<file path="config.mk">
export PLATFORM = sky130hd
export DESIGN_NAME = comparator_seeker_flat
export DESIGN_NICKNAME = d
export VERILOG_FILES = /design/src/rtl/comparator_seeker_if.sv /design/src/rtl/comparator_seeker.sv /design/src/flat_wrapper.sv
export SDC_FILE = /design/constraint.sdc
export NUM_CORES = 1
export LEC_CHECK = 0
export ABC_AREA = 1
export BUFFER_PORTS_ARGS = -buffer_cell sky130_fd_sc_hd__buf_2
export CORE_UTILIZATION = 62
export CTS_CLUSTER_DIAMETER = 200
export DETAILED_ROUTE_END_ITERATION = 8
export GPL_ROUTABILITY_DRIVEN = 0
export PLACE_DENSITY = 0.95
export SLEW_MARGIN = 0
export SYNTH_ARGS = -nofsm -noshare
export SYNTH_HDL_FRONTEND = slang
export SYNTH_SLANG_ARGS = --single-unit
</file>
<file path="constraint.sdc">
create_clock -name clk -period 3.7 [get_ports clk]
set_clock_uncertainty 0.05 [all_clocks]
set_input_delay 0.925 -clock clk [delete_from_list [all_inputs] [get_ports clk]]
set_output_delay 0.925 -clock clk [all_outputs]
set_load 0.1 [all_outputs]
</file>
<file path="src/rtl/comparator_seeker_if.sv">
// Bundles the seeker's start/guess/verdict handshake and its status outputs.
// The master modport is the seeker; the slave modport is the responder or
// board wrapper that holds the secret and watches the status outputs.
interface comparator_seeker_if #(
    parameter int WIDTH = 4
);
    // Search control
    logic             start;

    // Candidate issued to the comparator's A side
    logic [WIDTH-1:0] guess;
    logic             guess_valid;

    // Verdict returned by the responder
    logic             result_valid;
    logic             A_eq_B;
    logic             A_lt_B;
    logic             A_gt_B;

    // Status
    logic             busy;
    logic             done;
    logic             found;
    logic             error;
    logic [3:0]       steps;

    // Seeker side
    modport master (
        input  start,
        input  result_valid,
        input  A_eq_B,
        input  A_lt_B,
        input  A_gt_B,
        output guess,
        output guess_valid,
        output busy,
        output done,
        output found,
        output error,
        output steps
    );

    // Responder / wrapper side
    modport slave (
        output start,
        output result_valid,
        output A_eq_B,
        output A_lt_B,
        output A_gt_B,
        input  guess,
        input  guess_valid,
        input  busy,
        input  done,
        input  found,
        input  error,
        input  steps
    );
endinterface

</file>
<file path="src/rtl/comparator_seeker.sv">
// Binary-search initiator for a magnitude comparator. Each guess is placed on
// the comparator's A side and held until a one-hot verdict arrives; the search
// range [lo, hi] narrows until equality, range exhaustion, or a malformed
// verdict. A one-cycle NEXT state separates consecutive guesses so the
// responder always sees guess_valid drop between transactions.
module comparator_seeker #(
    parameter int WIDTH = 4
) (
    input  logic                 clk,
    input  logic                 reset,
    comparator_seeker_if.master  bus
);

    typedef enum logic [1:0] {
        ST_IDLE  = 2'd0,
        ST_ISSUE = 2'd1,
        ST_NEXT  = 2'd2,
        ST_DONE  = 2'd3
    } state_t;

    // Range bounds carry one extra bit so lo = guess+1 at the top of the
    // range and the lo+hi sum never wrap.
    localparam logic [WIDTH:0]   RANGE_MAX = {1'b0, {WIDTH{1'b1}}};
    localparam logic [WIDTH-1:0] GUESS_MAX = {WIDTH{1'b1}};
    localparam logic [WIDTH-1:0] GUESS_MIN = '0;
    // First guess of every search: (0 + 2^WIDTH-1) >> 1
    localparam logic [WIDTH-1:0] GUESS_FIRST = {1'b0, {(WIDTH-1){1'b1}}};

    state_t           state_q, state_d;
    logic [WIDTH:0]   lo_q, lo_d;
    logic [WIDTH:0]   hi_q, hi_d;
    logic [WIDTH-1:0] guess_q, guess_d;
    logic [3:0]       steps_q, steps_d;
    logic             found_q, found_d;
    logic             error_q, error_d;

    logic [WIDTH:0]   mid_sum;
    logic [2:0]       verdict;
    logic             range_empty;

    assign mid_sum     = lo_q + hi_q;
    assign verdict     = {bus.A_eq_B, bus.A_lt_B, bus.A_gt_B};
    assign range_empty = (lo_q > hi_q);

    // State and datapath registers; reset clears everything immediately.
    always_ff @(posedge clk or posedge reset) begin
        if (reset) begin
            state_q <= ST_IDLE;
            lo_q    <= '0;
            hi_q    <= RANGE_MAX;
            guess_q <= '0;
            steps_q <= '0;
            found_q <= 1'b0;
            error_q <= 1'b0;
        end else begin
            state_q <= state_d;
            lo_q    <= lo_d;
            hi_q    <= hi_d;
            guess_q <= guess_d;
            steps_q <= steps_d;
            found_q <= found_d;
            error_q <= error_d;
        end
    end

    // Next-state and datapath update for the search sequence.
    always_comb begin
        state_d = state_q;
        lo_d    = lo_q;
        hi_d    = hi_q;
        guess_d = guess_q;
        steps_d = steps_q;
        found_d = found_q;
        error_d = error_q;

        unique case (state_q)
            ST_IDLE, ST_DONE: begin
                // A new search resets the range; result_valid is ignored here.
                if (bus.start) begin
                    state_d = ST_ISSUE;
                    lo_d    = '0;
                    hi_d    = RANGE_MAX;
                    guess_d = GUESS_FIRST;
                    steps_d = '0;
                    found_d = 1'b0;
                    error_d = 1'b0;
                end
            end

            ST_ISSUE: begin
                // Guess is held until the responder strobes a verdict.
                if (bus.result_valid) begin
                    steps_d = steps_q + 4'd1;
                    case (verdict)
                        3'b100: begin
                            state_d = ST_DONE;
                            found_d = 1'b1;
                        end
                        3'b010: begin
                            // Secret is above the guess.
                            if (guess_q == GUESS_MAX) begin
                                state_d = ST_DONE;
                            end else begin
                                lo_d    = {1'b0, guess_q} + 1'b1;
                                state_d = ST_NEXT;
                            end
                        end
                        3'b001: begin
                            // Secret is below the guess.
                            if (guess_q == GUESS_MIN) begin
                                state_d = ST_DONE;
                            end else begin
                                hi_d    = {1'b0, guess_q} - 1'b1;
                                state_d = ST_NEXT;
                            end
                        end
                        default: begin
                            // Zero or multiple verdict bits: abort the search.
                            state_d = ST_DONE;
                            error_d = 1'b1;
                        end
                    endcase
                end
            end

            ST_NEXT: begin
                // An inconsistent responder can empty the range; stop there.
                if (range_empty) begin
                    state_d = ST_DONE;
                end else begin
                    guess_d = mid_sum[WIDTH:1];
                    state_d = ST_ISSUE;
                end
            end

            default: begin
                state_d = ST_IDLE;
            end
        endcase
    end

    // Status outputs decode directly from the state register so that reset
    // clears them without waiting for a clock edge.
    always_comb begin
        bus.guess_valid = (state_q == ST_ISSUE);
        bus.busy        = (state_q == ST_ISSUE) || (state_q == ST_NEXT);
        bus.done        = (state_q == ST_DONE);
    end

    assign bus.guess = guess_q;
    assign bus.steps = steps_q;
    assign bus.found = found_q;
    assign bus.error = error_q;

endmodule

</file>
<file path="src/flat_wrapper.sv">
// flat-port wrapper written by rule: the top's interface ports become plain ports
module comparator_seeker_flat 
#(
    parameter int WIDTH = 4
)
  (clk, reset, bus_start, bus_result_valid, bus_A_eq_B, bus_A_lt_B, bus_A_gt_B, bus_guess, bus_guess_valid, bus_busy, bus_done, bus_found, bus_error, bus_steps);
  comparator_seeker_if #(.WIDTH(WIDTH)) bus_i ();
  input  logic clk;
  input  logic reset;
  input wire logic [$bits(bus_i.start)-1:0] bus_start;
  input wire logic [$bits(bus_i.result_valid)-1:0] bus_result_valid;
  input wire logic [$bits(bus_i.A_eq_B)-1:0] bus_A_eq_B;
  input wire logic [$bits(bus_i.A_lt_B)-1:0] bus_A_lt_B;
  input wire logic [$bits(bus_i.A_gt_B)-1:0] bus_A_gt_B;
  output wire logic [$bits(bus_i.guess)-1:0] bus_guess;
  output wire logic [$bits(bus_i.guess_valid)-1:0] bus_guess_valid;
  output wire logic [$bits(bus_i.busy)-1:0] bus_busy;
  output wire logic [$bits(bus_i.done)-1:0] bus_done;
  output wire logic [$bits(bus_i.found)-1:0] bus_found;
  output wire logic [$bits(bus_i.error)-1:0] bus_error;
  output wire logic [$bits(bus_i.steps)-1:0] bus_steps;
  assign bus_i.start = bus_start;
  assign bus_i.result_valid = bus_result_valid;
  assign bus_i.A_eq_B = bus_A_eq_B;
  assign bus_i.A_lt_B = bus_A_lt_B;
  assign bus_i.A_gt_B = bus_A_gt_B;
  assign bus_guess = bus_i.guess;
  assign bus_guess_valid = bus_i.guess_valid;
  assign bus_busy = bus_i.busy;
  assign bus_done = bus_i.done;
  assign bus_found = bus_i.found;
  assign bus_error = bus_i.error;
  assign bus_steps = bus_i.steps;
  comparator_seeker #(.WIDTH(WIDTH)) u_core (.clk(clk), .reset(reset), .bus(bus_i));
endmodule
</file>
# After elaboration in Yosys (flattened, before gate mapping)
# Index checks and enable logic that the tools add are counted.
# word_totals
ff_bits	22
latch_bits	0
mem_bits_rw	0
mem_bits_ro	0
inputBits	7
out_inout_bits	13
word_cells	72
n_memories	0
# classes
add_sub_neg	4
multipliers	0
div_mod_pow	0
magnitude_cmp	1
n_eq_ne	16
shift	0
n_mux	30
bitwise	0
n_reduce_logical	14
# op_table
cell	n
$mux W5	8
$pmux W5 S2	2
$mux W4	4
$pmux W4 S2	2
$ne A2 B2 Y1 const B	6
$reduce_and A5 Y1	2
$reduce_and A4 Y1	2
$mux W1	7
$mux W2	3
$ne A2 B1 Y1 const B	3
$pmux W2 S3	1
$reduce_and A3 Y1	2
$add A4 B1 Y5 const B	1
$add A5 B5 Y5	1
$gt A5 B5 Y1	1
$sub A4 B1 Y5 const B	1
$add A4 B1 Y4 const B	1
$eq A2 B2 Y1 const B	2
$eq A4 B4 Y1 const B	1
$logic_not A4 Y1	1
$pmux W1 S2	2
$pmux W2 S2	1
$reduce_bool A2 Y1	2
$eq A3 B1 Y1 const B	1
other kinds (8)	8

# Longest topological paths before layout
# Gate-level depths: netlist of the first run.
# logic_depth
word_depth	5
ltp_mapped	11
ltp_nobuf	10

# Worst setup path before layout of the first run
# No wires, ideal clock.
# synth_path
kind	register to output
startpoint	register u_core.state_q[0]
endpoint	output bus_busy
t_arrival_ns	1.390
t_required_ns	2.725
slack_ns	1.335
stages_incl_launch_ff	4
n_path_buf	0
cell_sequence	dfrtp_1 inv_1 ha_1 inv_1
# synth_between
elab_chain_cells	2
elab_cells_between_ends	3
cone_classes	2 x eq/ne; 1 x reduce/logical
# synth_lines
element	line_no	rtl
from (decl)	comparator_seeker.sv:29	state_t state_q, state_d;
from (signal assigned)	comparator_seeker.sv:56	state_q <= state_d;
$eq A2 B1 Y1 / $eq A2 B2 Y1 (equally long branches)	comparator_seeker.sv:146	bus.busy = (state_q == ST_ISSUE) || (state_q == ST_NEXT);
$logic_or A1 B1 Y1 *	comparator_seeker.sv:146	
to (decl)	flat_wrapper.sv:17	output wire logic [$bits(bus_i.busy)-1:0] bus_busy;
# Every way passes the cells marked *; elsewhere a longest branch is shown, timed or not.

# Final worst setup path of the first run
# layout_path
startpoint	register u_core.state_q[1]
endpoint	output bus_guess_valid
# layout_between
elab_chain_cells	1
# layout_lines
element	line_no	rtl
$eq A2 B1 Y1	comparator_seeker.sv:145	bus.guess_valid = (state_q == ST_ISSUE);
to (decl)	flat_wrapper.sv:16	output wire logic [$bits(bus_i.guess_valid)-1:0] bus_guess_valid;
# No other way between the ends.

==> results of run 1 <==
[final cells by class]
type	instances	area share
tap	28	0.0204
sequential	22	0.323
inverter	28	0.0612
clock buffer	3	0.0131
timing repair buffer	19	0.0554
multi-input combinational	144	0.527
[placed cells by master (no fill, tap or decap), types with 2 or more instances in the layout]
master and n:
a21oi_1 11, a21oi_2 2, buf_2 19, clkbuf_4 3
dfrtp_1 18, dfstp_2 4, ha_1 16, inv_1 27
nand2_1 44, nand2_2 2, nand2_4 3, nand2_8 3
nand3_1 16, nor2_1 20, nor2_2 3, nor3_1 3
o21ai_0 3, o21ai_1 4, o21ai_2 3, or2_2 2
[registers in the layout, summed over array words and instances, names as in the netlist]
register,flops
u_core.bus.found,1
u_core.hi_q,5
u_core.bus.steps,4
u_core.lo_q,5
u_core.bus.guess,4
u_core.bus.error,1
u_core.state_q,2
[tightest hold or removal path, delay by kind of cell, from the launching register on]
family | cells | cell delay (ps)
buf+inv | 1 | 50
flops | 1 | 400
simple gates | 1 | 40
[Yosys cell counts]
cell type / n / area [µm²]
nor3_2: 1 / 10.0
a21oi_2: 2 / 17.5
o21ai_1: 4 / 20.0
o211ai_1: 1 / 7.51
nor3_1: 3 / 15.0
o21ai_0: 3 / 15.0
nor2_8: 1 / 20.0
dfstp_2: 4 / 105
dfrtp_1: 18 / 450
a21boi_0: 1 / 7.51
nand2_2: 2 / 12.5
buf_6: 1 / 11.3
nor2_1: 20 / 75.1
ha_1: 16 / 200
and3_2: 1 / 7.51
nand2_1: 44 / 165
o31ai_1: 1 / 7.51
o21ai_2: 3 / 26.3
o21a_1: 1 / 7.51
nand2_8: 3 / 60.1
fa_1: 1 / 20.0
nand3_2: 1 / 10.0
nand2_4: 3 / 33.8
a21oi_1: 11 / 55.1
nor2_2: 3 / 18.8
or2_2: 2 / 12.5
inv_2: 1 / 3.75
inv_1: 27 / 101
nand3_1: 16 / 80.1
[through the flow]
| step | hold slack [ps] | instance area, µm² | setup slack, ps | instances |
|---|---|---|---|---|
| after floorplan | 426 | 1580 | 1340 | 195 |
| after global placement | 423 | 1700 | 1400 | 241 |
| after detailed placement | 432 | 1700 | 1360 | 241 |
| after CTS | 459 | 1720 | 1000 | 244 |
| after global routing | 488 | 1720 | 938 | 244 |
| final | 460 | 1720 | 998 | 244 |
[cell families (layout without fill, tap and decap cells)]
group / count (synthesis) / after routing
and+or+nand+nor: 100 / 100
DFF: 22 / 22
buffers and inverters: 29 / 50
adders and majority gates: 17 / 17
AOI/OAI and AO/OA: 27 / 27
[worst min path at each step]
stage / endpoint / start / cells past startpoint
after floorplan: u_core.hi_q[2]$_DFFE_PP1P_ / u_core.hi_q[2]$_DFFE_PP1P_ / 2
after global placement: u_core.bus.found$_DFFE_PP0P_ / u_core.bus.found$_DFFE_PP0P_ / 2
final: u_core.lo_q[4]$_DFFE_PP0P_ / u_core.lo_q[4]$_DFFE_PP0P_ / 2
after CTS: u_core.lo_q[4]$_DFFE_PP0P_ / u_core.lo_q[4]$_DFFE_PP0P_ / 2
after global routing: u_core.lo_q[4]$_DFFE_PP0P_ / u_core.lo_q[4]$_DFFE_PP0P_ / 2
after detailed placement: u_core.bus.error$_DFFE_PP0P_ / u_core.bus.error$_DFFE_PP0P_ / 2
[routing by layer]
metal | track usage | vias up
met3 | 0.0435 | 6
met5 | 0 | -
met2 | 0.424 | 26
met4 | 0.0965 | 0
met1 | 0.326 | 575
li1 | - | 674
==> results.md, run 1 <==
- Status: finished clean
- Reg-to-reg critical path startpoint: u_core.hi_q[3]$_DFFE_PP1P_
- RSZ-0062 raised after global routing: no
- Clock H-tree levels: 1
- Req. time, crit path: 2720 ps
- Critical-path cell list: inv_1 -> ha_1 -> buf_2
- Largest net degree at the start of global routing: 23
- WS Path Type: flip-flop to primary output
- Worst Setup EP: bus_guess_valid
- Clk root buf: clkbuf_4
- Max incr delay on CP: 510 ps
- Rel. slew slack: 0.474
- Die span in y: 52.4 µm
- Setup TNS: 0 ps
- Crit. path cell count: 3
- Area Overhead vs Synth: 8.97%
- Compound-Gate Fraction of Synth Area: 0.104
- Ports: 20
- Crit path DAT: 1730 ps
- CTS tree: done
- Mapped Cells: 195
- Number of global-route vias before repair: 1154
- Clk_lat worst skew: 310 ps
- Proportion of layout cells with a drive suffix above 1: 0.227
- Wl on met1: 1.31 mm
- Distinct cell type count after synthesis: 29
- Synth Area in Adders: 0.140
- Worst hold-check path type: flip-flop to flip-flop
- Std-Cell Rows: 17
- Mux cell area share after synthesis: 0
- Final WL: 2.90 mm
- Nets@finish: 242
- Worst slew pin tran: 789 ps
- DP HPWL: 2.35 mm
- CP startpoint kind: flip-flop
- First-pass GRT wire length: 4.95 mm
- Crit Reg-Reg Endpoint: u_core.bus.guess[2]$_DFFE_PP0P_
- IO Port Bufs: 19
- Kind of end point of the critical path: primary output
- Flop2flop setup slack: 1850 ps
- Routed wl met3: 139 µm
- Main combinational cell family by area after synthesis: simple AND/OR/NAND/NOR gates
- Die W: 52.4 µm
- Util after Layout: 0.748
- First drt pass iteration count: 4
- Post-CTS Hold Fix Bufs: 0
- Vias per inst: 5.25
- Cell area after synthesis: 0.00158 mm²
- Residual DRC: 0
- Mapped Avg Cell Area: 8.08 µm²
- Cell family with most CP delay: buffers and inverters
- Initial antenna violation count: 0
- Max layer used: met4
- Critical path origin: u_core.state_q[1]$_DFFE_PP0P_
- Final hold vios: 0
- Area of the multi-input gates: 905 µm²
- Cells on worst reg2reg path: 9
- Final count of pins violating max slew: 0
- Period utilization: 0.730
- Global-route usage over all layers: 0.254
- Register area: 556 µm²
- MaxCap Viol Count: 0
- Fmax: 370 MHz
- Die ar.: 0.00275 mm²
- Post_cts resized: 0
- Drt initial violations: 19
- Fill count: 166
- WP buf/inv: 2
- Xor/xnor share of the synthesized area: 0
- Core ar.: 0.00230 mm²
- Final setup vio count: 0
- WL/cell: 11.9 µm
- Clk slew on worst S/H paths: 110 ps
- Post-CTS setup buffer count: 0
- GRT overflow: 0
- Total CTS buffers: 3
- Critical path peak fanout: 11
- Ant. Diodes: 0
- # clock sinks: 22
- Post-DRT Antenna Nets: 0
- Vias: 1281
- DR WL met2: 1.41 mm
- Critical path's slowest cell: buf_2
- Crit path time final: 2700 ps
- Max Buffers Root-to-Sink: 2
- Synth Register Bits: 22
- Sequential area share after synthesis: 0.352
- Post-synth net total: 219
- Initial Util: 0.686
- Ys Warns: 0
- Simple logic cell fraction of the synthesized area: 0.330
Power of run 1 is left out: the tool's default activity adds up to more than one toggle a clock period on the data nets, which glitch-free logic cannot reach.
==> inputs of run 2 (changes only) <==
CORE_UTILIZATION = 57   (was 62)
PLACE_DENSITY = 0.9   (was 0.95)
clock period = 2.7 ns   (was 3.7 ns; I/O delays follow)
==> run 2 against run 1 <==
Net effect:
- non-clock buffer count unchanged
- clock-buffer cell count increased by 1
- core utilization shrank 7.0 points
- register-to-register slack lost 1100 ps
- sequential share of layout area fell by 0.12 points
- sequential cell count unchanged
- wire length is 7.3% higher
- via count increased by 1.9%
- critical endpoint unchanged
- largest cell class unchanged
==> results.md, run 2 (synthesis results as in run 1) <==
- Post-CTS setup buffer count: 0 (unchanged)
- Max Buffers Root-to-Sink: 2 (unchanged)
- Clock H-tree levels: 1 (unchanged)
- Initial Util: 0.619 (-0.0668)
- Global-route usage over all layers: 0.244 (-0.00970)
- Area Overhead vs Synth: 9.36%
- Ant. Diodes: 0 (unchanged)
- Clk slew on worst S/H paths: 120 ps (about the same)
- Kind of end point of the critical path: primary output
- Post-Place Setup Slack: 566 ps (-792 ps)
- Crit path time final: 2480 ps
- Die span in y: 54.6 µm (+4.1%)
- Req. time, crit path: 1980 ps (-740 ps)
- Std-Cell Rows: 18 (+1)
- Commonest cells after routing, fill and taps aside: 44 x nand2_1, 27 x inv_1, 20 x nor2_1, 19 x buf_2, 18 x dfrtp_1
- Number of global-route vias before repair: 1192 (+3.3%)
- Final hold vios: 0 (unchanged)
- Period utilization: 0.919
- Util after Layout: 0.677 (-0.0703)
- IO Port Bufs: 19 (unchanged)
- Total CTS buffers: 3 (unchanged)
- Final setup vio count: 0 (unchanged)
- Proportion of layout cells with a drive suffix above 1: 0.226 (-0.00105)
- Register area: 556 µm² (unchanged)
- MaxCap Viol Count: 0 (unchanged)
- Area of the multi-input gates: 905 µm² (unchanged)
- Die W: 54.6 µm (+4.1%)
- CP startpoint kind: flip-flop
- Setup WS post-layout: 218 ps (-780 ps)
- Clk root buf: clkbuf_4
- Die ar.: 0.00298 mm² (+8.4%)
- Core ar.: 0.00254 mm² (+11%)
- Final count of pins violating max slew: 0 (unchanged)
- Post-DRT Antenna Nets: 0 (unchanged)
- Nets@finish: 242 (unchanged)
- Status: finished clean
- WL/cell: 12.6 µm (+6.0%)
- Worst slew pin tran: 834 ps (+45.2 ps)
- # clock sinks: 22 (unchanged)
- Rel. slew slack: 0.443 (-0.0302)
- Biggest regs: u_core.hi_q x5, u_core.lo_q x5
- Final hold slack: 452 ps (-7.35 ps)
- Most common cell after layout, fill and taps aside: nand2_1
- Fill count: 198 (+19%)
- RSZ-0062 raised after global routing: no
- Clk_lat worst skew: 310 ps (about the same)
- Drt initial violations: 41 (+22)
- Post_cts resized: 0 (unchanged)
- Setup TNS: 0 ps (unchanged)
- GRT overflow: 0 (unchanged)
- Final WL: 3.12 mm (+7.3%)
- Initial antenna violation count: 0 (unchanged)
- DP HPWL: 2.42 mm (+3.0%)
- First-pass GRT wire length: 5.06 mm (+2.1%)
- Vias: 1305 (+1.9%)
- Fmax: 403 MHz
- Worst hold-check path type: flip-flop to flip-flop
- Crit path DAT: 1760 ps (+30 ps)
- Critical path peak fanout: 11 (unchanged)
- WS Path Type: flip-flop to primary output
- Ports: 20 (unchanged)
- Post-CTS Hold Fix Bufs: 0 (unchanged)
- Largest net degree at the start of global routing: 23 (unchanged)
- Vias per inst: 5.28 (+0.64%)
- CTS tree: done
- First drt pass iteration count: 4 (unchanged)
- Residual DRC: 0 (unchanged)
==> run 2: worst paths after layout <==
kind / from / end / slack (ps) / cells past startpoint
hold / removal: u_core.bus.found$_DFFE_PP0P_ / u_core.bus.found$_DFFE_PP0P_ / 450 / 2
max in group asynchronous: reset / u_core.lo_q[0]$_DFFE_PP0P_ / 1630 / 2
min in group asynchronous: reset / u_core.state_q[0]$_DFFE_PP0P_ / 460 / 2
setup reg to reg: u_core.hi_q[3]$_DFFE_PP1P_ / u_core.bus.guess[3]$_DFFE_PP0P_ / 750 / 9
hold reg to reg: u_core.bus.found$_DFFE_PP0P_ / u_core.bus.found$_DFFE_PP0P_ / 450 / 2
setup / recovery: u_core.state_q[1]$_DFFE_PP0P_ / bus_guess_valid / 220 / 3
==> run 2: worst max-delay path, stage by stage, from the launching register on <==
cell and delay (ps):
dfrtp_1 430, inv_1 70, ha_1 420, buf_2 510
==> run 2: layer usage <==
metal	wire length (µm)	GRT usage	share of wire	up-vias
met3	105	0.0250	0.034	7
li1	-	-	-	672
met5	0	0	0	-
met2	1570	0.414	0.50	37
met1	1370	0.308	0.44	589
met4	68	0.115	0.022	0
==> run 2: metrics by stage <==
step	cells	instance area (µm²)
final	247	1720
after global routing	247	1720
after CTS	247	1720
after detailed placement	243	1700
after global placement	243	1700
after floorplan	195	1580
==> run 2: area by class of cell <==
type / instances / share of cell area
sequential: 22 / 0.322
clock buffer: 4 / 0.0152
inverter: 28 / 0.0610
multi-input combinational: 144 / 0.525
timing repair buffer: 19 / 0.0552
tap: 30 / 0.0218
Power of run 2 is left out for the same reason.
==> inputs of run 3 (changes only) <==
MAX_ROUTING_LAYER = met4   (was default)
==> run 3 against run 2 <==
Net effect:
- sequential cell count unchanged
- fmax decreased by 0.54%
- cell area unchanged
- core utilization unchanged
- critical path depth unchanged
- wire length increased by 0.77%
- critical path type unchanged
- critical endpoint unchanged
- via count decreased by 0.15%
- global-route usage increased by 0.71 points
==> results.md, run 3 (synthesis results as in run 1) <==
- Commonest cells after routing, fill and taps aside: 44 x nand2_1, 27 x inv_1, 20 x nor2_1, 19 x buf_2, 18 x dfrtp_1
- Nets@finish: 242 (unchanged)
- Final WL: 3.14 mm (+0.77%)
- Critical path's slowest cell: buf_2
- Clk_lat worst skew: 320 ps (about the same)
- Area Overhead vs Synth: 9.36% (unchanged)
- # clock sinks: 22 (unchanged)
- MaxCap Viol Count: 0 (unchanged)
- WP buf/inv: 2 (unchanged)
- Initial antenna violation count: 0 (unchanged)
- Critical path peak fanout: 11 (unchanged)
- Final count of pins violating max slew: 0 (unchanged)
- Req. time, crit path: 1980 ps (about the same)
- Final setup vio count: 0 (unchanged)
- Die W: 54.6 µm (unchanged)
- Number of global-route vias before repair: 1193 (+0.084%)
- Setup TNS: 0 ps (unchanged)
- Max incr delay on CP: 510 ps (about the same)
- WS Path Type: flip-flop to primary output
- Clk root buf: clkbuf_4
- Final hold vios: 0 (unchanged)
- Residual DRC: 0 (unchanged)
- Fmax: 401 MHz (-0.54%)
- Core ar.: 0.00254 mm² (unchanged)
- Ports: 20 (unchanged)
- Area of the multi-input gates: 905 µm² (unchanged)
- WL/cell: 12.7 µm (+0.77%)
- CP startpoint kind: flip-flop
- Crit path time final: 2500 ps (+13.5 ps)
- Total CTS buffers: 3 (unchanged)
- CTS tree: done
- Status: finished clean
- Largest net degree at the start of global routing: 23 (unchanged)
- Register area: 556 µm² (unchanged)
- First-pass GRT wire length: 5.06 mm (unchanged)
- Std-Cell Rows: 18 (unchanged)
- Crit path DAT: 1770 ps (about the same)
- Post-CTS Hold Fix Bufs: 0 (unchanged)
- Vias: 1303 (-0.15%)
- Cell family with most CP delay: buffers and inverters
- Fill count: 198 (unchanged)
- Worst slew pin tran: 835 ps (+0.429 ps)
- Kind of end point of the critical path: primary output
- Initial Util: 0.619 (unchanged)
- Period utilization: 0.924 (+0.00501)
- Critical-path cell list: inv_1 -> ha_1 -> buf_2
- Most common cell after layout, fill and taps aside: nand2_1
- Max Buffers Root-to-Sink: 2 (unchanged)
- Die span in y: 54.6 µm (unchanged)
- IO Port Bufs: 19 (unchanged)
- Clk slew on worst S/H paths: 120 ps (about the same)
- Ant. Diodes: 0 (unchanged)
- Rel. slew slack: 0.443 (about the same)
- Proportion of layout cells with a drive suffix above 1: 0.226 (unchanged)
- RSZ-0062 raised after global routing: no
- Worst hold-check path type: input port to async pin
- Die ar.: 0.00298 mm² (unchanged)
- Vias per inst: 5.28 (-0.15%)
- First drt pass iteration count: 4 (unchanged)
- Biggest regs: u_core.hi_q x5, u_core.lo_q x5
- Global-route usage over all layers: 0.251 (+0.00705)
- Clock H-tree levels: 1 (unchanged)
- Post-CTS setup buffer count: 0 (unchanged)
- Post_cts resized: 0 (unchanged)
- Drt initial violations: 44 (+7.3%)
- GRT overflow: 0 (unchanged)
- Post-DRT Antenna Nets: 0 (unchanged)
- DP HPWL: 2.42 mm (unchanged)
[run 3: path summary, 6_finish.rpt]
kind                                                        end  cells past startpoint                           from  slack, ps
worst max-delay path                            bus_guess_valid                      3  u_core.state_q[1]$_DFFE_PP0P_        200
worst min-delay path              u_core.state_q[0]$_DFFE_PP0P_                      2                          reset        450
worst max register to register  u_core.bus.guess[3]$_DFFE_PP0P_                      9     u_core.hi_q[3]$_DFFE_PP1P_        760
worst min register to register     u_core.bus.found$_DFFE_PP0P_                      2   u_core.bus.found$_DFFE_PP0P_        450
max in group asynchronous            u_core.lo_q[0]$_DFFE_PP0P_                      2                          reset       1630
min in group clk                   u_core.bus.found$_DFFE_PP0P_                      2   u_core.bus.found$_DFFE_PP0P_        450
[run 3: worst reg2reg max path: stages (launching register included)]
cell and delay (ps):
dfstp_2 560, inv_1 70, ha_1 310, nand2_1 80, nor2_1 140, a21boi_0 100
nand2_1 210, nand2_1 150, nand2_1 100, nand2_1 70
[run 3: routing by layer]
| layer | wire, µm | share of wire | track usage |
|---|---|---|---|
| met5 | 0 | 0 | - |
| met4 | 51 | 0.016 | 0.115 |
| met1 | 1350 | 0.43 | 0.308 |
| met2 | 1580 | 0.50 | 0.414 |
| met3 | 166 | 0.053 | 0.0250 |
[run 3: stage by stage]
| step | cell area (µm²) | hold WS (ps) | worst slack [ps] | instances | util |
|---|---|---|---|---|---|
| 2_1_floorplan | 1580 | 426 | 482 | 195 | - |
| 3_3_place_gp | 1700 | 421 | 644 | 243 | 0.667 |
| 3_5_place_dp | 1700 | 433 | 566 | 243 | 0.667 |
| 4_1_cts | 1720 | 459 | 203 | 247 | 0.677 |
| 5_1_grt | 1720 | 495 | 136 | 247 | 0.677 |
| 6_report | 1720 | 452 | 204 | 247 | 0.677 |
[run 3: cell type report]
cell class	count	area share
flip-flops and latches	22	0.322
well taps	30	0.0218
repair buffers	19	0.0552
inverters	28	0.0610
multi-input cells	144	0.525
clock buffers	4	0.0152
Power of run 3 is left out for the same reason.
